<file path="src/rtl/batcharger_ctrl_if.sv">
// ADC sample stream into the charge-mode controller and the mode/target outputs it drives.
// master = controller side, slave = analog front end / observer side.
interface batcharger_ctrl_if #(
  parameter int AW = 10,
  parameter int IW = 8
);
  logic          adc_valid;
  logic [AW-1:0] adc_vbat;
  logic [AW-1:0] adc_ibat;
  logic [AW-1:0] adc_vtemp;
  logic          tc;
  logic          cc;
  logic          cv;
  logic [IW-1:0] icode;
  logic [AW-1:0] vcode;
  logic          done;
  logic          hold;

  modport master (
    input  adc_valid, adc_vbat, adc_ibat, adc_vtemp,
    output tc, cc, cv, icode, vcode, done, hold
  );

  modport slave (
    output adc_valid, adc_vbat, adc_ibat, adc_vtemp,
    input  tc, cc, cv, icode, vcode, done, hold
  );
endinterface

</file>
<file path="src/rtl/batcharger_ctrl.sv">
// Charge-mode controller: walks IDLE/TC/CC/CV/END/HOLD from debounced ADC samples and
// drives registered mode flags plus current/voltage DAC targets.
module batcharger_ctrl #(
  parameter int AW      = 10,
  parameter int IW      = 8,
  parameter int IC_STEP = 8,
  parameter int DEB     = 4,
  parameter int TMAX    = 2**20
) (
  input  logic          clk,
  input  logic          rstz,
  input  logic          en,
  input  logic [3:0]    sel,
  input  logic [AW-1:0] vtc_th,
  input  logic [AW-1:0] vcv_th,
  input  logic [AW-1:0] vrech_th,
  input  logic [AW-1:0] tmin_th,
  input  logic [AW-1:0] tmax_th,
  batcharger_ctrl_if.master bus
);
  localparam logic [2:0] ST_IDLE = 3'd0;
  localparam logic [2:0] ST_TC   = 3'd1;
  localparam logic [2:0] ST_CC   = 3'd2;
  localparam logic [2:0] ST_CV   = 3'd3;
  localparam logic [2:0] ST_END  = 3'd4;
  localparam logic [2:0] ST_HOLD = 3'd5;

  localparam int              DW       = $clog2(DEB + 1);
  localparam int              TW       = $clog2(TMAX + 1);
  localparam logic [DW-1:0]   DEB_LAST = DW'(DEB - 1);
  localparam logic [TW-1:0]   TMAX_C   = TW'(TMAX);
  localparam logic [31:0]     IMAX     = (32'd1 << IW) - 32'd1;

  logic [2:0]    state_r, state_nxt_s;
  logic [DW-1:0] deb_r, deb_nxt_s, deb_d_s;
  logic [TW-1:0] timer_r, timer_nxt_s, timer_d_s;
  logic [31:0]   icc_wide_s;
  logic [IW-1:0] icc_s, itc_s, icut_s;
  logic          temp_ok_s, active_s, qual_s;

  logic          tc_r, cc_r, cv_r, done_r, hold_r;
  logic [IW-1:0] icode_r;
  logic [AW-1:0] vcode_r;

  // Successor of each state once its own exit condition has been debounced.
  function automatic logic [2:0] exit_to(input logic [2:0] st);
    case (st)
      ST_TC:   exit_to = ST_CC;
      ST_CC:   exit_to = ST_CV;
      ST_CV:   exit_to = ST_END;
      ST_END:  exit_to = ST_TC;
      ST_HOLD: exit_to = ST_TC;
      default: exit_to = ST_IDLE;
    endcase
  endfunction

  // Current targets derived from the capacity select, saturating the CC code.
  always_comb begin
    icc_wide_s = (32'(sel) + 32'd1) * 32'(IC_STEP);
    if (icc_wide_s > IMAX) begin
      icc_s = '1;
    end else begin
      icc_s = icc_wide_s[IW-1:0];
    end
    itc_s  = icc_s >> 3'd3;
    icut_s = icc_s >> 3'd4;
  end

  // Exit condition of the current state for the sample on the bus.
  always_comb begin
    temp_ok_s = (bus.adc_vtemp >= tmin_th) && (bus.adc_vtemp <= tmax_th);
    active_s  = (state_r == ST_TC) || (state_r == ST_CC) || (state_r == ST_CV);
    case (state_r)
      ST_TC:   qual_s = bus.adc_vbat >= vtc_th;
      ST_CC:   qual_s = bus.adc_vbat >= vcv_th;
      ST_CV:   qual_s = 32'(bus.adc_ibat) < 32'(icut_s);
      ST_END:  qual_s = bus.adc_vbat < vrech_th;
      ST_HOLD: qual_s = temp_ok_s;
      default: qual_s = 1'b0;
    endcase
  end

  // Next state; temperature beats the CV timeout, which beats the debounced exits.
  always_comb begin
    state_nxt_s = state_r;
    deb_nxt_s   = deb_r;
    if ((state_r == ST_CV) && (timer_r != TMAX_C)) begin
      timer_nxt_s = timer_r + TW'(1);
    end else begin
      timer_nxt_s = timer_r;
    end
    if (!en) begin
      state_nxt_s = ST_IDLE;
      deb_nxt_s   = '0;
      timer_nxt_s = '0;
    end else if (state_r == ST_IDLE) begin
      state_nxt_s = ST_TC;
    end else if (bus.adc_valid && active_s && !temp_ok_s) begin
      state_nxt_s = ST_HOLD;
    end else if ((state_r == ST_CV) && (timer_nxt_s == TMAX_C)) begin
      state_nxt_s = ST_END;
    end else if (bus.adc_valid && qual_s) begin
      if (deb_r >= DEB_LAST) begin
        state_nxt_s = exit_to(state_r);
      end else begin
        deb_nxt_s = deb_r + DW'(1);
      end
    end else if (bus.adc_valid) begin
      deb_nxt_s = '0;
    end else begin
      deb_nxt_s = deb_r;
    end
  end

  // Every state change restarts both the debounce count and the CV timer.
  assign deb_d_s   = (state_nxt_s != state_r) ? '0 : deb_nxt_s;
  assign timer_d_s = (state_nxt_s != state_r) ? '0 : timer_nxt_s;

  // State, debounce and timer registers.
  always_ff @(posedge clk or negedge rstz) begin
    if (!rstz) begin
      state_r <= ST_IDLE;
      deb_r   <= '0;
      timer_r <= '0;
    end else begin
      state_r <= state_nxt_s;
      deb_r   <= deb_d_s;
      timer_r <= timer_d_s;
    end
  end

  // Registered outputs follow the state register by one clock.
  always_ff @(posedge clk or negedge rstz) begin
    if (!rstz) begin
      tc_r    <= 1'b0;
      cc_r    <= 1'b0;
      cv_r    <= 1'b0;
      done_r  <= 1'b0;
      hold_r  <= 1'b0;
      icode_r <= '0;
      vcode_r <= '0;
    end else begin
      tc_r   <= (state_r == ST_TC);
      cc_r   <= (state_r == ST_CC);
      cv_r   <= (state_r == ST_CV);
      done_r <= (state_r == ST_END);
      hold_r <= (state_r == ST_HOLD);
      case (state_r)
        ST_TC:   icode_r <= itc_s;
        ST_CC:   icode_r <= icc_s;
        ST_CV:   icode_r <= icc_s;
        default: icode_r <= '0;
      endcase
      vcode_r <= (state_r == ST_CV) ? vcv_th : '0;
    end
  end

  assign bus.tc    = tc_r;
  assign bus.cc    = cc_r;
  assign bus.cv    = cv_r;
  assign bus.done  = done_r;
  assign bus.hold  = hold_r;
  assign bus.icode = icode_r;
  assign bus.vcode = vcode_r;
endmodule

</file>
<file path="src/flat_wrapper.sv">
// flat-port wrapper written by rule: the top's interface ports become plain ports
module batcharger_ctrl_flat 
#(
  parameter int AW      = 10,
  parameter int IW      = 8,
  parameter int IC_STEP = 8,
  parameter int DEB     = 4,
  parameter int TMAX    = 2**20
)
  (clk, rstz, en, sel, vtc_th, vcv_th, vrech_th, tmin_th, tmax_th, bus_adc_valid, bus_adc_vbat, bus_adc_ibat, bus_adc_vtemp, bus_tc, bus_cc, bus_cv, bus_icode, bus_vcode, bus_done, bus_hold);
  batcharger_ctrl_if #(.AW(AW), .IW(IW)) bus_i ();
  input  logic clk;
  input  logic rstz;
  input  logic en;
  input  logic [3:0] sel;
  input  logic [AW-1:0] vtc_th;
  input  logic [AW-1:0] vcv_th;
  input  logic [AW-1:0] vrech_th;
  input  logic [AW-1:0] tmin_th;
  input  logic [AW-1:0] tmax_th;
  input wire logic [$bits(bus_i.adc_valid)-1:0] bus_adc_valid;
  input wire logic [$bits(bus_i.adc_vbat)-1:0] bus_adc_vbat;
  input wire logic [$bits(bus_i.adc_ibat)-1:0] bus_adc_ibat;
  input wire logic [$bits(bus_i.adc_vtemp)-1:0] bus_adc_vtemp;
  output wire logic [$bits(bus_i.tc)-1:0] bus_tc;
  output wire logic [$bits(bus_i.cc)-1:0] bus_cc;
  output wire logic [$bits(bus_i.cv)-1:0] bus_cv;
  output wire logic [$bits(bus_i.icode)-1:0] bus_icode;
  output wire logic [$bits(bus_i.vcode)-1:0] bus_vcode;
  output wire logic [$bits(bus_i.done)-1:0] bus_done;
  output wire logic [$bits(bus_i.hold)-1:0] bus_hold;
  assign bus_i.adc_valid = bus_adc_valid;
  assign bus_i.adc_vbat = bus_adc_vbat;
  assign bus_i.adc_ibat = bus_adc_ibat;
  assign bus_i.adc_vtemp = bus_adc_vtemp;
  assign bus_tc = bus_i.tc;
  assign bus_cc = bus_i.cc;
  assign bus_cv = bus_i.cv;
  assign bus_icode = bus_i.icode;
  assign bus_vcode = bus_i.vcode;
  assign bus_done = bus_i.done;
  assign bus_hold = bus_i.hold;
  batcharger_ctrl #(.AW(AW), .IW(IW), .IC_STEP(IC_STEP), .DEB(DEB), .TMAX(TMAX)) u_core (.clk(clk), .rstz(rstz), .en(en), .sel(sel), .vtc_th(vtc_th), .vcv_th(vcv_th), .vrech_th(vrech_th), .tmin_th(tmin_th), .tmax_th(tmax_th), .bus(bus_i));
endmodule
</file>
<file path="config.mk">
export PLATFORM = sky130hd
export DESIGN_NAME = batcharger_ctrl_flat
export DESIGN_NICKNAME = d
export VERILOG_FILES = /design/src/rtl/batcharger_ctrl_if.sv /design/src/rtl/batcharger_ctrl.sv /design/src/flat_wrapper.sv
export SDC_FILE = /design/constraint.sdc
export NUM_CORES = 1
export LEC_CHECK = 0
export ABC_CLOCK_PERIOD_IN_PS = 2830
export BUFFER_PORTS_ARGS = -buffer_cell sky130_fd_sc_hd__clkbuf_2
export CAP_MARGIN = 10
export CORE_ASPECT_RATIO = 1.1
export CORE_MARGIN = 3
export CORE_UTILIZATION = 41
export DETAILED_ROUTE_END_ITERATION = 16
export HOLD_SLACK_MARGIN = 0.12
export PLACE_DENSITY = 0.69
export SKIP_CTS_REPAIR_TIMING = 1
export SLEW_MARGIN = 40
export SYNTH_ARGS = -nofsm -noshare
export SYNTH_HDL_FRONTEND = slang
export SYNTH_SLANG_ARGS = --single-unit
</file>
<file path="constraint.sdc">
create_clock -name clk -period 2.83 [get_ports clk]
set_clock_uncertainty 0.15 [all_clocks]
set_input_delay 0.283 -clock clk [delete_from_list [all_inputs] [get_ports clk]]
set_output_delay 0.283 -clock clk [all_outputs]
set_load 0.03 [all_outputs]
</file>
==> results.md <==
- Status: finished, final reports clean
- Crit-path max FO: 6
- Switch Pwr: 0.561 mW
- Seq pwr share: 0.438
- Crit-path slowest cell: dfrtp_1
- Max-slew headroom: 0.624
- Worst slew pin tran: 0.550 ns
- TritonCTS Buffers: 5
- Overall routed net length: 11,100 µm
- Critical Path, Cell by Cell: nand4_1 > nor4_1 > xnor2_1 > a31oi_1 > nor2b_1 > a311oi_2 > o211ai_4 > buf_6 > a21oi_2
- Worst min path class: input port to flop
- Antenna violations before repair: 0
- HPWL after DPL: 8580 µm
- Final nets: 774
- Routed vias: 3,987
- Primary FF master, synth: dfrtp_1
- Post-synth EDFFs: 0
- P_int: 1.14 mW
- Overall Power: 1.70 mW
- Max Buffers Root-to-Sink: 2
- Register area share after synthesis: 0.309
- Slew Viols, Final: 0
- Clock transition at the registers of the reported paths: 0.10 ns
- Synthesis Warnings: 0
- Switching portion of total power: 0.330
- Remaining DRCs: 0
- Final worst path period need: 2.82 ns
- Mapped Cells: 464
- Clk Latency, worst-skew pair: 0.32 ns
- PwrDens: 307 nW/µm²
- Setup CP Type: flop to flop
- Antenna cells: 0
- Final-report hold violation count: 0
- Clk sink count: 50
- Critical Path RT: 2.93 ns
- Vias in the first global route: 3,843
- Fin crit share: 0.996
- Final GP Congestion: 0.944
- Element type at the critical path start: flop
- Starting density of the core: 0.427
- Syn_area_per_cell: 8.73 µm²
- Port buffer count: 110
- Routed vias/inst: 5.36
- DP Worst Slack: -0.146 ns
- Max-cap violations: 0
- Leakage: 2.79 nW
- Num ports: 111
- Final ANT Viol Nets: 0
- Core Region: 9490 µm²
- Initial DRT Pass Iterations: 4
- Maximum resistive drop on vdd: 0.214 mV
- WHS Path Cells: 3
- Pin count of the biggest net entering global routing: 37
- Clock Tree Root: clkbuf_8
- Worst Reg2Reg Path Length in Cells: 9
- Synth Register Bits: 50
- Most frequent cells in the layout: clkbuf_2, inv_1, ha_1
- FP Rows: 37
- FFs w/ async S/R, synth: 1.00
- Syn_nets: 611
- Share of post-route cells with drive strength above 1: 0.349
- Mapped Area: 4050 µm²
- Area Overhead vs Synth: 36.5%
- Number of H-tree levels: 2
- DR iter-0 viols: 214
- WP data arrival: 2.91 ns
- # fillers: 802
- Comb pwr share: 0.314
- Crit path capture type: flop
- Die area: 11,100 µm²
- CTS tree: yes
- Max stage delay on crit path: 0.51 ns
- Commonest non-fill, non-tap cell in the layout: clkbuf_2
- RSZ-0062 raised after global routing: yes
- Post-route setup slack: 0.0118 ns
- First-pass GRT wire length: 17,100 µm
- Chip width: 101 µm
- Post-layout util: 0.583
- Max Fclk: 0.355 GHz
- Clock power frac: 0.248
- Setup violators final: 0
- GR Util All Layers: 0.191
- Die Y: 110 µm
- WL/cell: 14.9 µm
- Grt total ovfl: 0
- Netlist cell types: 60
==> per-layer routing <==
metal  part of all wire  up-vias  global-route usage
met4              0.022        0              0.0674
met1               0.42     1873               0.232
met3              0.057       20              0.0334
met2               0.50      128               0.341
li1                   -     1966                   -
met5                  0        -                   0
==> per-stage QoR <==
| step | setup TNS (ns) | hold slack, ns | cells | cell area (µm²) |
|---|---|---|---|---|
| after global placement | -3.06 | 0.0713 | 716 | 4970 |
| after global routing | -3.04 | 0.117 | 744 | 5530 |
| after detailed placement | -3.04 | 0.0743 | 716 | 4970 |
| after floorplan | 0 | -0.163 | 464 | 4050 |
| final | 0 | 0.0985 | 744 | 5530 |
| after CTS | -0.727 | -0.274 | 723 | 5060 |
==> state kept, by name, summed over array words and instances, names as in the netlist <==
signal and flops:
u_core.deb_r 3, u_core.timer_r 21, u_core.bus.tc 1, u_core.bus.icode 8
u_core.state_r 3, u_core.bus.cc 1, u_core.bus.vcode 10, u_core.bus.done 1
u_core.bus.hold 1, u_core.bus.cv 1
==> final cells by class <==
class | instances | area [µm²] | area share
clock buffers | 5 | 68.8 | 0.0124
clock inverters | 2 | 15.0 | 0.00271
inverters | 64 | 240 | 0.0434
multi-input cells | 333 | 2720 | 0.492
flip-flops and latches | 50 | 1250 | 0.227
well taps | 117 | 146 | 0.0265
repair buffers | 173 | 1080 | 0.196
==> power groups by stage <==
stage          clock (mW)  combinational, mW  sequential (mW)
4_1_cts             0.438              0.457            0.745
3_3_place_gp            0              0.439            0.759
5_1_grt             0.461              0.596            0.748
6_report            0.422              0.533            0.745
2_1_floorplan           0              0.224            0.795
3_5_place_dp            0              0.454            0.759
==> cell usage after synthesis, types with 5 or more instances <==
master / instances / area, µm²
xnor2_1: 15 / 131
a211oi_1: 5 / 37.5
buf_2: 9 / 45.0
nand2_1: 21 / 78.8
a21o_1: 5 / 37.5
nand4_1: 12 / 75.1
dfrtp_1: 50 / 1250
ha_1: 59 / 738
o21ai_0: 11 / 55.1
inv_1: 64 / 240
a31oi_1: 5 / 31.3
a21oi_1: 20 / 100
xor2_1: 12 / 105
nand3b_1: 5 / 37.5
o211ai_1: 8 / 60.1
nor2_1: 54 / 203
nand2b_1: 5 / 31.3
nor4_1: 9 / 56.3
nor3_1: 10 / 50.1
nand3_1: 20 / 100
==> kinds of logic after synthesis <==
family / count (synthesis) / synth area share
compound gates: 80 / 0.136
xor+xnor: 27 / 0.0584
fa+ha+maj: 59 / 0.182
buf+inv: 81 / 0.0815
flops: 50 / 0.309
mux: 4 / 0.00988
simple gates: 163 / 0.223
==> critical path: cells and delay by family (launching register included) <==
kind            cells  cell delay [ns]
compound gates      4             0.93
xor+xnor            1             0.13
buf+inv             1             0.18
flops               1             0.51
simple gates        3             0.84
==> path summary, 6_finish.rpt <==
path | end | from | slack (ns)
hold reg to reg | u_core.deb_r[1] | u_core.deb_r[1] | 0.46
setup reg to reg | u_core.deb_r[0] | u_core.timer_r[13] | 0.01
min in group asynchronous | u_core.timer_r[7] | rstz | 0.27
setup / recovery | u_core.deb_r[0] | u_core.timer_r[13] | 0.01
hold / removal | u_core.state_r[0] | en | 0.1
max in group asynchronous | u_core.bus.icode[0] | rstz | 1.45
Power figures use the tool's default switching activity.
